$ cat src/rtl/biquad_coef_loader.sv
// Byte-stream coefficient loader for a cascaded biquad: parses A5/IDX/10 coef bytes/CHK frames
// and commits all five coefficients of one section in a single cycle.
module biquad_coef_loader #(
    parameter int unsigned N_SECT   = 4,
    parameter logic [15:0] COEF_ONE = 16'h4000,
    parameter int unsigned TIMEOUT  = 1023
) (
    input  logic                  CLK,
    input  logic                  RST,
    input  logic [7:0]            in_data,
    input  logic                  in_valid,
    output logic                  in_ready,
    output logic [16*N_SECT-1:0]  b_0,
    output logic [16*N_SECT-1:0]  b_1,
    output logic [16*N_SECT-1:0]  b_2,
    output logic [16*N_SECT-1:0]  a_1,
    output logic [16*N_SECT-1:0]  a_2,
    output logic                  frame_ok,
    output logic                  frame_err,
    output logic                  busy
);

    localparam int unsigned W  = 16 * N_SECT;
    localparam int unsigned TW = $clog2(TIMEOUT + 1);

    typedef enum logic [2:0] {StIdle, StIndex, StData, StCheck, StCommit} state_e;

    state_e          state_q, state_d;
    logic [7:0]      idx_q, idx_d;
    logic [7:0]      chk_q, chk_d;
    logic [3:0]      cnt_q, cnt_d;
    logic [79:0]     stage_q, stage_d;
    logic [TW-1:0]   idle_q, idle_d;
    logic [W-1:0]    b0_q, b0_d, b1_q, b1_d, b2_q, b2_d, a1_q, a1_d, a2_q, a2_d;
    logic            ok_q, ok_d, err_q, err_d;
    logic            xfer;
    logic            idx_ok;

    assign in_ready  = (state_q != StCommit);
    assign busy      = (state_q != StIdle);
    assign xfer      = in_valid && in_ready;
    assign idx_ok    = 32'(idx_q) < N_SECT;
    assign b_0       = b0_q;
    assign b_1       = b1_q;
    assign b_2       = b2_q;
    assign a_1       = a1_q;
    assign a_2       = a2_q;
    assign frame_ok  = ok_q;
    assign frame_err = err_q;

    always_comb begin
        state_d = state_q;
        idx_d   = idx_q;
        chk_d   = chk_q;
        cnt_d   = cnt_q;
        stage_d = stage_q;
        idle_d  = '0;
        b0_d    = b0_q;
        b1_d    = b1_q;
        b2_d    = b2_q;
        a1_d    = a1_q;
        a2_d    = a2_q;
        ok_d    = 1'b0;
        err_d   = 1'b0;

        unique case (state_q)
            StIdle: begin
                if (xfer && in_data == 8'hA5) state_d = StIndex;
            end
            StIndex: begin
                if (xfer) begin
                    idx_d   = in_data;
                    chk_d   = in_data;
                    cnt_d   = 4'd0;
                    state_d = StData;
                end
            end
            StData: begin
                if (xfer) begin
                    stage_d = {stage_q[71:0], in_data};
                    chk_d   = chk_q ^ in_data;
                    cnt_d   = cnt_q + 4'd1;
                    if (cnt_q == 4'd9) state_d = StCheck;
                end
            end
            StCheck: begin
                if (xfer) begin
                    if (in_data == chk_q && idx_ok) begin
                        state_d = StCommit;
                    end else begin
                        err_d   = 1'b1;
                        state_d = StIdle;
                    end
                end
            end
            StCommit: begin
                for (int k = 0; k < N_SECT; k++) begin
                    if (idx_q == 8'(k)) begin
                        b0_d[16*k +: 16] = stage_q[79:64];
                        b1_d[16*k +: 16] = stage_q[63:48];
                        b2_d[16*k +: 16] = stage_q[47:32];
                        a1_d[16*k +: 16] = stage_q[31:16];
                        a2_d[16*k +: 16] = stage_q[15:0];
                    end
                end
                ok_d    = 1'b1;
                state_d = StIdle;
            end
            default: state_d = StIdle;
        endcase

        // Inter-byte watchdog, only while a frame is in flight.
        if (state_q == StIndex || state_q == StData || state_q == StCheck) begin
            if (xfer) begin
                idle_d = '0;
            end else if (idle_q == TW'(TIMEOUT - 1)) begin
                err_d   = 1'b1;
                state_d = StIdle;
            end else begin
                idle_d = idle_q + TW'(1);
            end
        end
    end

    always_ff @(posedge CLK or posedge RST) begin
        if (RST) begin
            state_q <= StIdle;
            idx_q   <= '0;
            chk_q   <= '0;
            cnt_q   <= '0;
            stage_q <= '0;
            idle_q  <= '0;
            b0_q    <= {N_SECT{COEF_ONE}};
            b1_q    <= '0;
            b2_q    <= '0;
            a1_q    <= '0;
            a2_q    <= '0;
            ok_q    <= 1'b0;
            err_q   <= 1'b0;
        end else begin
            state_q <= state_d;
            idx_q   <= idx_d;
            chk_q   <= chk_d;
            cnt_q   <= cnt_d;
            stage_q <= stage_d;
            idle_q  <= idle_d;
            b0_q    <= b0_d;
            b1_q    <= b1_d;
            b2_q    <= b2_d;
            a1_q    <= a1_d;
            a2_q    <= a2_d;
            ok_q    <= ok_d;
            err_q   <= err_d;
        end
    end

endmodule

$ cat config.mk
export PLATFORM = sky130hd
export DESIGN_NAME = biquad_coef_loader
export DESIGN_NICKNAME = d
export VERILOG_FILES = /design/src/rtl/biquad_coef_loader.sv
export SDC_FILE = /design/constraint.sdc
export NUM_CORES = 1
export LEC_CHECK = 0
export BUFFER_PORTS_ARGS = -buffer_cell sky130_fd_sc_hd__buf_2
export CAP_MARGIN = 25
export CELL_PAD_IN_SITES_DETAIL_PLACEMENT = 1
export CELL_PAD_IN_SITES_GLOBAL_PLACEMENT = 1
export CORE_MARGIN = 2
export CORE_UTILIZATION = 45
export CTS_BUF_LIST = sky130_fd_sc_hd__clkbuf_4 sky130_fd_sc_hd__clkbuf_8
export CTS_CLUSTER_SIZE = 40
export DETAILED_ROUTE_END_ITERATION = 12
export HOLD_SLACK_MARGIN = 0.05
export PLACE_DENSITY_LB_ADDON = 0.1
export SLEW_MARGIN = 25
export SYNTH_ARGS = -nofsm -noshare
export SYNTH_HDL_FRONTEND = slang
export SYNTH_SLANG_ARGS = --single-unit
$ cat constraint.sdc
create_clock -name CLK -period 21.4 [get_ports CLK]
set_clock_uncertainty 0.2 [all_clocks]
set_input_delay 2.14 -clock CLK [delete_from_list [all_inputs] [get_ports CLK]]
set_output_delay 2.14 -clock CLK [all_outputs]
set_load 0.05 [all_outputs]
==> metrics.txt, run 1 <==
post-cts resize count 0; Area Growth Syn to Fin 20.3%; post-DP HPWL 27.2 mm; Avg Inst Size Synth 16.6 um^2; Hold Buf Count CTS 0; TritonCTS clock tree done; cts bufs inserted 74; Root Buffer clkbuf_8; syn nets 1044; most frequent cells in the layout dfrtp_1 (431), buf_2 (334), mux2_2 (320); commonest non-fill, non-tap cell in the layout dfrtp_1; CP delay by family, top buffers and inverters; io pins 335; H-tree Lvls 3; DR vias 9895; TNS Setup 0 ns; leakage power 0.0112 uW; synth unique cells 41; Design Area, Final 0.0205 mm^2; measured slew at the worst slew-check pin 1.07 ns; Critical Path AT 4.65 ns; Synth Instances 1029; first-pass GRT wire length 64.1 mm; die height 199 um; core area 0.0375 mm^2; max-slew violation count 0; Starting Density 45.5%; # Max-Cap Violations 0; post-route ant nets 0; max incr delay on CP 0.83 ns; Ys Warns 0; WL/cell 21.2 um; pre-CTS WS 16.45 ns; unrepaired setup endpoints after global routing no; # rows 71; R2R cell count 5; critical path required time 21.80 ns; utilization after layout 54.7%; Detailed Route Iter0 Violations 298; Post-synth top flop dfrtp_1; initial antenna violation count 0; Post-synth EDFFs 0; total grt overflow 0; Die Span X 199 um; CP startpoint kind primary input; Worst Setup End Kind async pin; VDD IR-drop max 0.0634 mV; vias in the first global route 10.6k; Pwr per Cell Area 101 mW/mm^2; DIE AREA 0.0395 mm^2; min-delay src idx_q[6]$_DFFE_PP0P_; clock buffer depth 3; f_max 0.235 GHz; slew margin rel. 28.4%; part of the Yosys area used for sequential elements 63.9%; Initial DRT Pass Iterations 4; async set-reset flop share out of synthesis 100%; number of remaining DRC errors 0; Power Total 2070 uW; Port Buf Inserts 334; Synth Register Bits 435; clk_lat worst skew 0.62 ns; clk slew on worst S/H paths 0.06 ns; FF-to-FF Start state_q[0]$_DFF_PP0_; Hold Path Stages 2; Total Wirelength 41.6 mm; R2R setup slack 18.47 ns; fin crit period 4.26 ns; Hold Path Class flip-flop to flip-flop; crit path cell chain buf_2, inv_8, buf_12, buf_4; hold endpoint idx_q[6]$_DFFE_PP0P_; dpl cell area 0.0190 mm^2; status finished, final reports clean; WP buf/inv 4; final worst slack 17.14 ns; Total Routing Usage GR 21.4%; CP Max Fanout 163; Via-to-Cell Ratio 5.05; endpoints failing hold 0; antenna cells 0; largest net degree at the start of global routing 164; Synth Cell Area 0.0171 mm^2; layout cells sized above 1 60.6%; Post-CTS Setup Inserts 0; Final Net Count 1418; Final setup viols 0; routability cong. 0.725; CP max stage cell buf_4; WS Path Type primary input to async pin; part of the cycle the worst path needs 19.9%; CTS sink count 435; reg2reg end b_2[5]$_DFFE_PP0P_
[sequential cells by signal, indices dropped and copies added (netlist names)]
| signal | cells |
|---|---|
| a_1 | 64 |
| a_2 | 64 |
| b_0 | 64 |
| b_1 | 64 |
| b_2 | 64 |
| chk_q | 8 |
| cnt_q | 4 |
| frame_err | 1 |
| frame_ok | 1 |
| idle_q | 10 |
| idx_q | 8 |
| stage_q | 80 |
| state_q | 3 |
[power by group]
group	internal (uW)	leakage, uW	switching [uW]
Combinational	123	0.00455	100
Sequential	925	0.00585	177
Clock	428	0.000787	322
Total	1480	0.0112	599
[kinds of logic after synthesis]
family	Yosys count	share of synthesized area [%]
compound gates	10	0.382
xor+xnor	27	1.39
fa+ha+maj	4	0.294
buf+inv	54	2.89
flops	435	63.9
mux	400	28.2
simple gates	99	2.99
[cells in the mapped netlist (all sizes together) (2+ instances only)]
master | count | area share (%)
nand3 | 5 | 0.18
xnor2 | 10 | 0.51
dfrtp | 431 | 63
a21oi | 3 | 0.088
nor4bb | 2 | 0.12
ha | 4 | 0.29
buf | 47 | 2.7
nand4 | 8 | 0.29
inv | 6 | 0.13
nand2 | 47 | 1.0
nand2b | 2 | 0.073
nor2 | 18 | 0.41
and4 | 4 | 0.22
xor2 | 17 | 0.87
mux2 | 400 | 28
nor3 | 3 | 0.088
nand3b | 2 | 0.088
nor4 | 2 | 0.16
dfstp | 4 | 0.62
[routing by layer]
layer	GRT usage, %	vias up	wire (um)
li1	-	4365	-
met1	27.8	5191	18000
met2	34.0	278	19700
met3	6.46	61	2930
met4	7.71	0	1010
met5	0	-	0
[area by class of cell]
class                   instances  area [um^2]
flip-flops and latches        435        10900
clock inverters                 8         70.1
multi-input cells             540         5680
inverters                       6         30.0
well taps                     511          639
fillers                      3747        17000
clock buffers                 113         1410
repair buffers                346         1780
[worst min-delay path, cell delays in order, from the launching register on]
cell	delay (ns)
dfrtp_1	0.35
nand2_1	0.05
nand2_1	0.05
[stage by stage]
step | instances | hold WS (ns)
floorplan | 1029 | 0.246
global placement | 1838 | 0.262
detailed placement | 1838 | 0.273
CTS | 1959 | 0.288
global route | 1959 | 0.307
finish | 1959 | 0.285
[worst max path at each step]
stage | startpoint | end | slack [ns] | cells past startpoint
4_1_cts | RST | b_1[23]$_DFFE_PP0P_ | 17.12 | 4
3_3_place_gp | RST | b_0[41]$_DFFE_PP0P_ | 16.44 | 4
6_report | RST | b_0[19]$_DFFE_PP0P_ | 17.14 | 4
3_5_place_dp | RST | b_0[25]$_DFFE_PP0P_ | 16.45 | 4
2_1_floorplan | RST | a_1[0]$_DFFE_PP0P_ | 6.95 | 1
5_1_grt | RST | b_0[50]$_DFFE_PP0P_ | 16.81 | 4
Power figures use the tool's default switching activity.
==> run 2: changes to the inputs <==
--- a/config.mk
+++ b/config.mk
@@ -10,7 +10,7 @@
 export CELL_PAD_IN_SITES_DETAIL_PLACEMENT = 1
 export CELL_PAD_IN_SITES_GLOBAL_PLACEMENT = 1
 export CORE_MARGIN = 2
-export CORE_UTILIZATION = 45
+export CORE_UTILIZATION = 43
 export CTS_BUF_LIST = sky130_fd_sc_hd__clkbuf_4 sky130_fd_sc_hd__clkbuf_8
 export CTS_CLUSTER_SIZE = 40
 export DETAILED_ROUTE_END_ITERATION = 12
==> constraint.sdc (replaced) <==
create_clock -name CLK -period 3.85 [get_ports CLK]
set_clock_uncertainty 0.2 [all_clocks]
set_input_delay 0.385 -clock CLK [delete_from_list [all_inputs] [get_ports CLK]]
set_output_delay 0.385 -clock CLK [all_outputs]
set_load 0.05 [all_outputs]
==> run 2 against run 1 <==
Against the previous run:
- worst hold slack worse by 0.067 ns
- via count rose by 0.44%
- clock power grew to 5.7 times the previous value
- sequential share of layout area decreased by 1.0 points
- global-route usage fell by 0.47 points
- sequential cell count did not move
- routed wire length up 1.8%
- cell count increased by 2.0%
- setup slack lost 16 ns
- clock-buffer cell count increased by 13
- first-iteration DRC count up 16%
- highest routed layer unchanged
==> metrics.txt, run 2 (same netlist as run 1, synthesis figures left out) <==
status finished, final reports clean; Via-to-Cell Ratio 4.97; vias in the first global route 10.6k; Starting Density 43.8%; CP max stage cell nor3b_4; critical path required time 4.14 ns; first-pass GRT wire length 65.9 mm; R2R cell count 5; measured slew at the worst slew-check pin 0.982 ns; max incr delay on CP 0.82 ns; Area Growth Syn to Fin 22.6%; clk_lat worst skew 0.61 ns; number of remaining DRC errors 0; H-tree Lvls 3; most frequent cells in the layout dfrtp_1 (431), buf_2 (334), mux2_2 (320); clk slew on worst S/H paths 0.06 ns; routability cong. 0.754; Pwr per Cell Area 559 mW/mm^2; Total Routing Usage GR 20.9%; antenna cells 0; reg2reg end a_2[4]$_DFFE_PP0P_; initial antenna violation count 0; Reg with most FFs stage_q; post-route ant nets 0; WS Path Type flip-flop to flip-flop; Root Buffer clkbuf_8; post-cts resize count 0; CTS sink count 435; CP Max Fanout 18; post-DP HPWL 28.6 mm; CP startpoint kind flip-flop; f_max 0.352 GHz; VDD IR-drop max 0.277 mV; Worst Setup End Kind flip-flop; total grt overflow 0; commonest non-fill, non-tap cell in the layout dfrtp_1; Filler cells 3900; core area 0.0389 mm^2; layout cells sized above 1 60.9%; # Max-Cap Violations 0; R2R setup slack 1.01 ns; Final Net Count 1440; slew margin rel. 34.4%; Total Wirelength 42.4 mm; # rows 72; Die Span X 203 um; unrepaired setup endpoints after global routing no; FF-to-FF Start state_q[0]$_DFF_PP0_; endpoints failing hold 0; io pins 335; max-slew violation count 0; crit path cell chain nor2_2, and4_4, nor3b_4, buf_12, mux2_4; Port Buf Inserts 334; TritonCTS clock tree done; DIE AREA 0.0413 mm^2; die height 203 um; dpl cell area 0.0192 mm^2; utilization after layout 53.7%; part of the cycle the worst path needs 73.8%; largest net degree at the start of global routing 99; fin crit period 2.84 ns; cts bufs inserted 74; Final setup viols 0; WL/cell 21.2 um; Critical Path AT 3.14 ns; Hold Path Class primary input to async pin; clock buffer depth 3; leakage power 0.0114 uW; Detailed Route Iter0 Violations 347; DR vias 9939; Design Area, Final 0.0209 mm^2; Initial DRT Pass Iterations 4; max reg flops 80
## run 2: changes by cell type in the layout (fill, tap and decap cells not counted), moves of 2 or more
cell,before,now
buf_12,1,11
dlygate4sd3_1,0,10
clkinv_2,5,3
clkbuf_8,90,92
buf_4,10,13
clkbuf_4,23,34
## run 2: routing by layer
| layer | global-route usage, % | wire (um) |
|---|---|---|
| met4 | 6.52 | 717 |
| met1 | 28.1 | 18700 |
| met5 | 0 | 0 |
| met2 | 32.9 | 20200 |
| met3 | 5.94 | 2760 |
## run 2: repair_timing
item | CTS | global route
buffers inserted | 0 | 0
hold buffers | 10 | 0
hold endpoints to repair | 39 | 0
setup endpoints to repair | 0 | 0
## run 2: per-stage QoR
step           hold WS, ns  setup TNS, ns  setup WS [ns]  total power, uW  instances
5_1_grt              0.244              0          0.892            12300       1998
3_3_place_gp         0.268              0           1.08             7450       1857
4_1_cts              0.183              0          0.982            11900       1998
6_report             0.219              0           1.01            11700       1998
3_5_place_dp         0.265              0           1.01             7510       1857
2_1_floorplan        0.246       -1127.57          -2.61             6790       1029
## run 2: report_power, final
group	switching (uW)	internal (uW)
Clock	1810	2470
Combinational	570	709
Sequential	982	5140
## run 2: worst max-delay path by stage
stage	startpoint	endpoint	slack (ns)	cells past startpoint
after CTS	state_q[0]$_DFF_PP0_	a_1[4]$_DFFE_PP0P_	0.98	5
final	state_q[0]$_DFF_PP0_	a_2[4]$_DFFE_PP0P_	1.01	5
after global placement	state_q[0]$_DFF_PP0_	a_2[5]$_DFFE_PP0P_	1.08	5
after floorplan	RST	a_1[0]$_DFFE_PP0P_	-2.61	1
after global routing	state_q[0]$_DFF_PP0_	b_1[14]$_DFFE_PP0P_	0.89	5
after detailed placement	state_q[0]$_DFF_PP0_	a_2[4]$_DFFE_PP0P_	1.01	5
## run 2: cell type report
cell class              count  area, um^2  area share [%]
inverters                   6        26.3           0.126
flip-flops and latches    435       10900            52.1
clock buffers             126        1520            7.28
well taps                 518         648            3.10
multi-input cells         540        5690            27.2
repair buffers            368        2090            10.0
clock inverters             5        30.0           0.144
## run 2: critical path: cells and delay by family (launching register included)
kind | cells | cell delay [ns]
buffers and inverters | 1 | 0.28
AND/OR/NAND/NOR | 3 | 1.41
multiplexers | 1 | 0.32
flip-flops | 1 | 0.50
